$ cat src/rtl/dma_pkg.sv
// Shared types and defaults for the DMA channel arbiter.
// Imported by the arbiter and its decoder.
package dma_pkg;

  localparam int DMA_CH_NUM_DEF = 16;
  localparam int DMA_IDX_W_DEF  = 4;

  typedef enum logic {
    ARB_IDLE  = 1'b0,
    ARB_GRANT = 1'b1
  } arb_state_e;

endpackage

$ cat src/rtl/decoder_bin2oh.sv
// Parametrised binary-to-one-hot decoder with enable.
// Indices at or above OUT_W decode to all zeros.
module decoder_bin2oh #(
  parameter int IDX_W = 4,
  parameter int OUT_W = 16
) (
  input  logic             en_i,
  input  logic [IDX_W-1:0] idx_i,
  output logic [OUT_W-1:0] oh_o
);

  // one bit per output position, gated by enable
  always_comb begin
    oh_o = '0;
    for (int k = 0; k < OUT_W; k++) begin
      oh_o[k] = en_i && (idx_i == IDX_W'(k));
    end
  end

endmodule

$ cat src/rtl/dma_chan_arbiter.sv
// Round-robin DMA channel arbiter with held grants.
// Registered binary index plus registered one-hot select.
module dma_chan_arbiter
  import dma_pkg::*;
#(
  parameter int CH_NUM = DMA_CH_NUM_DEF,
  parameter int IDX_W  = DMA_IDX_W_DEF
) (
  input  logic              clk_i,
  input  logic              rst_i,
  input  logic              en_i,
  input  logic [CH_NUM-1:0] req_i,
  input  logic              done_i,
  output logic              gnt_vld_o,
  output logic [IDX_W-1:0]  gnt_idx_o,
  output logic [CH_NUM-1:0] gnt_o,
  output logic              busy_o
);

  arb_state_e        state_q, state_n;
  logic [IDX_W-1:0]  ptr_q, ptr_n;
  logic [IDX_W-1:0]  idx_q, idx_n;
  logic [CH_NUM-1:0] gnt_q, gnt_n;
  logic              vld_n;

  logic [IDX_W-1:0]  ptr_inc;
  logic [IDX_W-1:0]  sptr;
  logic [IDX_W-1:0]  sel;
  logic [CH_NUM-1:0] rot;
  logic              hit;

  // pointer after the current grant, wrapping at the last real channel
  always_comb begin
    if (idx_q == IDX_W'(CH_NUM - 1)) ptr_inc = '0;
    else                             ptr_inc = idx_q + 1'b1;
  end

  // a finishing grant searches from the advanced pointer
  assign sptr = (state_q == ARB_GRANT) ? ptr_inc : ptr_q;

  // rotate by sptr mod CH_NUM, pick lowest, rotate the index back
  always_comb begin
    int j;
    int off;
    int s;
    rot = '0;
    for (int k = 0; k < CH_NUM; k++) begin
      j = k + int'(sptr);
      if (j >= CH_NUM) j = j - CH_NUM;
      rot[k] = req_i[j];
    end
    hit = |rot;
    off = 0;
    for (int k = CH_NUM - 1; k >= 0; k--) begin
      if (rot[k]) off = k;
    end
    s = off + int'(sptr);
    if (s >= CH_NUM) s = s - CH_NUM;
    sel = IDX_W'(s);
  end

  // next state, pointer and grant index
  always_comb begin
    state_n = state_q;
    ptr_n   = ptr_q;
    idx_n   = idx_q;
    vld_n   = (state_q == ARB_GRANT);
    unique case (state_q)
      ARB_IDLE: begin
        if (en_i && hit) begin
          state_n = ARB_GRANT;
          idx_n   = sel;
          vld_n   = 1'b1;
        end
      end
      ARB_GRANT: begin
        if (done_i) begin
          ptr_n = ptr_inc;
          if (en_i && hit) begin
            idx_n = sel;
          end else begin
            state_n = ARB_IDLE;
            idx_n   = '0;
            vld_n   = 1'b0;
          end
        end
      end
      default: begin
        state_n = ARB_IDLE;
        idx_n   = '0;
        vld_n   = 1'b0;
      end
    endcase
  end

  decoder_bin2oh #(
    .IDX_W(IDX_W),
    .OUT_W(CH_NUM)
  ) u_dec (
    .en_i (vld_n),
    .idx_i(idx_n),
    .oh_o (gnt_n)
  );

  // state and output registers with synchronous reset
  always_ff @(posedge clk_i) begin
    if (rst_i) begin
      state_q <= ARB_IDLE;
      ptr_q   <= '0;
      idx_q   <= '0;
      gnt_q   <= '0;
    end else begin
      state_q <= state_n;
      ptr_q   <= ptr_n;
      idx_q   <= idx_n;
      gnt_q   <= gnt_n;
    end
  end

  assign gnt_vld_o = (state_q == ARB_GRANT);
  assign busy_o    = (state_q == ARB_GRANT);
  assign gnt_idx_o = idx_q;
  assign gnt_o     = gnt_q;

endmodule

$ cat config.mk
export PLATFORM = sky130hd
export DESIGN_NAME = dma_chan_arbiter
export DESIGN_NICKNAME = d
export VERILOG_FILES = /design/src/rtl/dma_pkg.sv /design/src/rtl/decoder_bin2oh.sv /design/src/rtl/dma_chan_arbiter.sv
export SDC_FILE = /design/constraint.sdc
export NUM_CORES = 1
export LEC_CHECK = 0
export BUFFER_PORTS_ARGS = -buffer_cell sky130_fd_sc_hd__buf_2
export CORE_UTILIZATION = 50
export DETAILED_ROUTE_END_ITERATION = 12
export PLACE_DENSITY = 0.83
export SKIP_CTS_REPAIR_TIMING = 1
export SYNTH_ARGS = -nofsm -noshare
export SYNTH_HDL_FRONTEND = slang
export SYNTH_HIERARCHICAL = 1
export SYNTH_SLANG_ARGS = --single-unit
$ cat constraint.sdc
create_clock -name clk_i -period 12.8 [get_ports clk_i]
set_input_delay 0.64 -clock clk_i [delete_from_list [all_inputs] [get_ports clk_i]]
set_output_delay 0.64 -clock clk_i [all_outputs]
set_load 0.01 [all_outputs]
==> out/qor.csv, run 1 <==
stage,metric,value,unit
floorplanning,die width,71.79,um
pwr,Sequential Power Share,0.207,
floorplanning,core area,4692,um2
timing,fin worst setup slack,6.574,ns
synth,Ys Warns,6,
timing,Final Critical Period,6.226,ns
placement,DP Area,2624,um2
setup_path,startpoint types,flop,
route,via count,1980,
pwr,Switching Fraction,0.4595,
finish,number of antenna diodes,0,
clocking,worst skew pair latency,0.27,ns
clocking,Max Buffers Root-to-Sink,2,
clocking,CTS tree,built,
floorplanning,Die ar.,5153,um2
synth,Gate Count Post-Synth,230,
status,status,completed,
setup_path,critical path's top delay family,multiplexers,
synth,"Avg Cell Area, Syn",10.59,um2
pwr,pwr dens,171.9,nW/um2
synth,"EDFF count, synth",0,
route,Via density,6.207,
setup_path,crit path cell chain,"mux2i_1, inv_1, ha_1, nand2_1, xor2_1, mux4_2, nor4_4, or2b_1, a21boi_0, ha_1, a21oi_1, xor2_1, a21oi_1, mux2i_1, o32ai_1, or3b_4, nor2_1, nor2b_1",
global_routing,GRT Util Overall,0.2070,
min_path,worst hold path type,flop to flop,
setup_path,kind of critical path,flop to flop,
floorplanning,Cell Rows,25,
finish,Synth-to-Final Area Change,9.763,%
clocking,H-tree Lvls,1,
timing,Hold Fails Final Rpt,0,
floorplanning,I/O pin total,42,
flow_run,Max-Cap Viols,0,
setup_path,crit path from,busy_o$_SDFF_PP0_,
clocking,Root Buffer,clkbuf_8,
synth,Seq cells post-synth,25,
global_routing,first-pass GRT wire length,8.556,mm
setup_path,Crit Path Max Fanout,15,
synth,synth unique cells,50,
floorplanning,Die Ht,71.79,um
clocking,CTS sink cnt,25,
pwr,Logic pwr share,0.692,
setup_path,Worst Reg-to-Reg Cells,18,
timing,final period utilization,0.4864,
timing,Fin Hold WS,0.4602,ns
synth,"area leader, netlist",dfxtp_1,
setup_path,CP endpoint,gnt_o[2]$_SDFF_PP0_,
timing,Slew Limit Headroom,0.3039,
synth,"Async S/R FF share, synth",0,
setup_path,Buf/Inv on CP,1,
floorplanning,initial cell density of the core,0.5189,
global_routing,number of global-route vias before repair,1840,
finish,post-route cell area,2673,um2
timing,unrepaired setup endpoints after global routing,no,
timing,setup TNS,0,ns
synth,Synth Cell Area,2435,um2
setup_path,Critical Path AT,6.43,ns
setup_path,CP peak stage delay,0.91,ns
clocking,clk slew on worst S/H paths,0.09,ns
setup_path,R2R Path Start,busy_o$_SDFF_PP0_,
timing,Worst Skew,0.005095,ns
pwr,peak supply drop,69.54,uV
setup_path,reg-to-reg endpoint,gnt_o[2]$_SDFF_PP0_,
route,WL final,5.070,mm
finish,fin nets,298,
global_routing,initial antenna violation count,0,
timing,FMAX,0.1606,GHz
setup_path,WP depth,18,
synth,register area share after synthesis,0.2055,
placement,port buffer count,41,
synth,most common cell in the synthesized netlist,dfxtp_1,
global_routing,GRT Residual Overflow,0,
timing,Worst-Margin Slew,1.015,ns
route,Routed Antenna Nets,0,
setup_path,slowest cell on the critical path,mux2i_1,
synth,main flop type after synthesis,dfxtp_1,
route,DR DRC count,0,
route,Initial DRC Count,78,
pwr,Clk pwr share,0.102,
setup_path,Critical Path End Type,flop,
route,DR pass1 iterations,4,
pwr,Psw,0.2110,mW
pwr,internal cell power,0.2482,mW
synth,Synth top cells by count,"25 x dfxtp_1, 23 x nor2_1, 23 x nor2b_1",
placement,gp weighted congestion,0.8530,
synth,largest cells by area after synthesis,"dfxtp_1 21%, mux4_2 14%, mux4_1 9.7%",
finish,share of cells above drive strength 1,0.2830,
clocking,total CTS buffers,3,
timing,Final Max Tran Viols,0,
setup_path,CP required,13.00,ns
timing,Final setup violation count,0,
placement,pre-CTS WS,6.630,ns
pwr,leakage,1.137,nW
placement,Final HPWL DP,3.982,mm
global_routing,largest net degree at the start of global routing,27,
synth,share of Yosys cell area claimed by the top area cell type,0.2055,
synth,post-synthesis net count,262,
setup_path,R2R setup slack,6.57,ns
route,routed len/inst,15.89,um
[state kept, by name (all words and copies together), names as in the netlist]
signal	count
ptr_q	4
gnt_o	16
gnt_idx_o	4
busy_o	1
[worst reg2reg max path, stage by stage (launching register included)]
cell and delay [ns]:
dfxtp_1 0.71, mux2i_1 0.91, inv_1 0.43, ha_1 0.37
nand2_1 0.08, xor2_1 0.29, mux4_2 0.61, nor4_4 0.39
or2b_1 0.26, a21boi_0 0.24, ha_1 0.30, a21oi_1 0.17
xor2_1 0.22, a21oi_1 0.06, mux2i_1 0.24, o32ai_1 0.17
or3b_4 0.44, nor2_1 0.12, nor2b_1 0.14
[cells by family (layout without fill, tap and decap cells)]
group	after synthesis	in the layout	share of synthesized area
AOI/OAI and AO/OA	33	33	0.1023
and+or+nand+nor	83	83	0.2014
adders and majority gates	12	12	0.06475
buffers and inverters	19	54	0.04933
muxes	47	47	0.3371
DFF	25	25	0.2055
xor gates and xnor gates	11	11	0.03957
[layout by cell type, fill, tap and decap left out, types with 2 or more instances in the layout]
| master | instances |
|---|---|
| buf_2 | 41 |
| dfxtp_1 | 25 |
| nor2_1 | 23 |
| nor2b_1 | 23 |
| mux2i_1 | 19 |
| mux4_2 | 15 |
| nand2_1 | 15 |
| a21oi_1 | 11 |
| ha_1 | 11 |
| mux4_1 | 9 |
| inv_1 | 8 |
| xnor2_1 | 8 |
| o21ai_0 | 4 |
| a21o_1 | 3 |
| mux2_2 | 3 |
| xor2_1 | 3 |
| nor4_4 | 3 |
| nand2b_1 | 3 |
| clkbuf_8 | 3 |
| nor3_1 | 3 |
| a21boi_0 | 2 |
| o211ai_1 | 2 |
| a211oi_1 | 2 |
| nand3b_1 | 2 |
[power by group through the flow]
| stage | combinational (mW) | clock (mW) | sequential, mW |
|---|---|---|---|
| 3_3_place_gp | 0.304 | 0 | 0.0967 |
| 2_1_floorplan | 0.251 | 0 | 0.0985 |
| 3_5_place_dp | 0.314 | 0 | 0.0968 |
| 6_report | 0.318 | 0.0466 | 0.0949 |
| 4_1_cts | 0.315 | 0.0480 | 0.0950 |
| 5_1_grt | 0.347 | 0.0503 | 0.0965 |
[cell type report]
class / count / area [um2]
inverter: 9 / 36.28
timing repair buffer: 41 / 205.2
multi-input combinational: 186 / 1814
sequential: 25 / 500.5
clock buffer: 3 / 41.29
clock inverter: 1 / 7.507
fill: 398 / 2019
tap: 54 / 67.56
[how the worst min path moves through the flow]
stage / startpoint / to / cells past startpoint
detailed placement: ptr_q[1]$_SDFFE_PP0P_ / ptr_q[1]$_SDFFE_PP0P_ / 2
floorplan: ptr_q[1]$_SDFFE_PP0P_ / ptr_q[1]$_SDFFE_PP0P_ / 2
finish: ptr_q[1]$_SDFFE_PP0P_ / ptr_q[1]$_SDFFE_PP0P_ / 2
global placement: ptr_q[1]$_SDFFE_PP0P_ / ptr_q[1]$_SDFFE_PP0P_ / 2
global route: ptr_q[0]$_SDFFE_PP0P_ / ptr_q[0]$_SDFFE_PP0P_ / 2
CTS: ptr_q[1]$_SDFFE_PP0P_ / ptr_q[1]$_SDFFE_PP0P_ / 2
[routing by layer]
| layer | global-route usage | wire (um) |
|---|---|---|
| met5 | 0 | 0 |
| met4 | 0.05229 | 63 |
| met3 | 0.03516 | 276 |
| met2 | 0.3553 | 2489 |
| met1 | 0.2718 | 2240 |
[metrics by stage]
step,power (mW),utilization,std cells
finish,0.4593,0.5696,319
global route,0.4940,0.5696,319
CTS,0.4583,0.5696,319
detailed placement,0.4104,0.5592,315
global placement,0.4005,0.5592,315
floorplan,0.3495,-,230
Note: power is estimated with default switching activity, not from simulation.
==> run 2, diff against run 1 <==
clock period = 6.4 ns   (was 12.8 ns; I/O delays follow)
==> out/qor.csv, run 2 (synthesis results as in run 1) <==
stage,metric,value,unit
floorplanning,Die ar.,5153,um2
timing,Worst Skew,0.007249,ns
clocking,clk slew on worst S/H paths,0.09,ns
route,Initial DRC Count,96,
floorplanning,core area,4692,um2
route,via count,1931,
floorplanning,initial cell density of the core,0.5189,
pwr,leakage,1.141,nW
route,WL final,5.037,mm
timing,Hold Fails Final Rpt,0,
setup_path,Critical Path AT,5.87,ns
finish,FF/Latch Area,500.5,um2
pwr,peak supply drop,154.9,uV
flow_run,Max-Cap Viols,0,
global_routing,initial antenna violation count,0,
timing,Final Critical Period,5.651,ns
setup_path,CP required,6.62,ns
setup_path,kind of critical path,flop to flop,
finish,max reg flops,16,
timing,FMAX,0.1770,GHz
floorplanning,Cell Rows,25,
finish,most frequent cells in the layout,"41 x buf_2, 25 x dfxtp_1, 23 x nor2_1, 23 x nor2b_1, 19 x mux2i_1",
timing,final period utilization,0.8830,
clocking,Max Buffers Root-to-Sink,2,
pwr,internal cell power,0.5003,mW
pwr,Clk pwr share,0.104,
floorplanning,I/O pin total,42,
pwr,Switching Fraction,0.4571,
timing,setup TNS,0,ns
placement,port buffer count,41,
timing,Worst-Margin Slew,0.6825,ns
route,Via density,6.034,
clocking,H-tree Lvls,1,
finish,Synth-to-Final Area Change,10.07,%
pwr,Psw,0.4213,mW
setup_path,crit path cell chain,"mux2i_4, inv_4, ha_1, xnor2_1, mux2i_1, mux2i_1, nor2b_1, nor4_1, nand2b_1, o211ai_1, ha_1, inv_1, fa_1, xor2_1, nor2_1, mux2i_1, nand2_1, or3b_4, nor3_2, nor2b_1",
global_routing,largest net degree at the start of global routing,27,
finish,"most common cell after layout, fill and taps aside",buf_2,
route,DR DRC count,0,
setup_path,Crit Path Max Fanout,15,
setup_path,R2R setup slack,0.75,ns
min_path,worst hold path type,input pin to flop,
global_routing,GRT Util Overall,0.2014,
setup_path,slowest cell on the critical path,dfxtp_1,
finish,area of the multi-input gates,1814,um2
finish,fin nets,299,
route,routed len/inst,15.74,um
setup_path,CP most frequent cell,mux2i_1,
clocking,Root Buffer,clkbuf_8,
clocking,worst skew pair latency,0.28,ns
clocking,CTS sink cnt,25,
placement,gp weighted congestion,0.8320,
route,Routed Antenna Nets,0,
global_routing,number of global-route vias before repair,1768,
clocking,CTS tree,built,
timing,Slew Limit Headroom,0.5353,
pwr,pwr dens,343.9,nW/um2
timing,Final setup violation count,0,
placement,Final HPWL DP,3.962,mm
timing,unrepaired setup endpoints after global routing,no,
setup_path,Buf/Inv on CP,2,
setup_path,critical path's top delay family,multiplexers,
pwr,Sequential Power Share,0.207,
clocking,total CTS buffers,3,
setup_path,Critical Path End Type,flop,
global_routing,GRT Residual Overflow,0,
finish,fillers,390,
floorplanning,Die Ht,71.79,um
finish,share of cells above drive strength 1,0.2857,
route,DR pass1 iterations,4,
global_routing,first-pass GRT wire length,8.252,mm
setup_path,CP peak stage delay,0.76,ns
pwr,total power,0.9216,mW
setup_path,startpoint types,flop,
timing,Final Max Tran Viols,0,
floorplanning,die width,71.79,um
finish,number of antenna diodes,0,
timing,Fin Hold WS,0.4020,ns
status,status,completed,
pwr,Logic pwr share,0.690,
## run 2: metal layers
layer	up-vias	GRT usage	wire length, um
li1	930	-	-
met5	-	0	0
met3	4	0.03516	211
met4	0	0.03268	29
met1	940	0.2762	2335
met2	57	0.3407	2461
## run 2: final timing paths
| check | start | cells past startpoint | end |
|---|---|---|---|
| worst max-delay path | busy_o$_SDFF_PP0_ | 20 | gnt_o[0]$_SDFF_PP0_ |
| worst min register to register | ptr_q[1]$_SDFFE_PP0P_ | 2 | ptr_q[1]$_SDFFE_PP0P_ |
| worst max register to register | busy_o$_SDFF_PP0_ | 20 | gnt_o[0]$_SDFF_PP0_ |
| worst min-delay path | done_i | 4 | ptr_q[1]$_SDFFE_PP0P_ |
## run 2: metrics by stage
stage / instance area, um2 / setup WS, ns / std cells / utilization
2_1_floorplan: 2435 / 1.163 / 230 / -
3_3_place_gp: 2631 / 0.9436 / 316 / 0.5608
3_5_place_dp: 2631 / 0.8289 / 316 / 0.5608
4_1_cts: 2680 / 0.7656 / 320 / 0.5712
5_1_grt: 2680 / 0.1981 / 320 / 0.5712
6_report: 2680 / 0.7488 / 320 / 0.5712
## run 2: tightest hold or removal path, delay by kind of cell
kind                   cells  cell delay (ns)
buffers and inverters      1             0.10
AOI/OAI and AO/OA          1             0.06
and+or+nand+nor            2             0.17
## run 2: area by class of cell
class                      instances  share of cell area
clock buffer                       3             0.01541
multi-input combinational        186              0.6769
tap                               54             0.02521
timing repair buffer              42             0.07937
clock inverter                     1            0.002801
inverter                           9             0.01354
sequential                        25              0.1867
## run 2: power groups by stage
stage	Clock, mW	Sequential (mW)	Combinational (mW)
2_1_floorplan	0	0.197	0.502
3_3_place_gp	0	0.191	0.609
3_5_place_dp	0	0.194	0.624
4_1_cts	0.0976	0.190	0.629
5_1_grt	0.100	0.193	0.685
6_report	0.0956	0.190	0.636
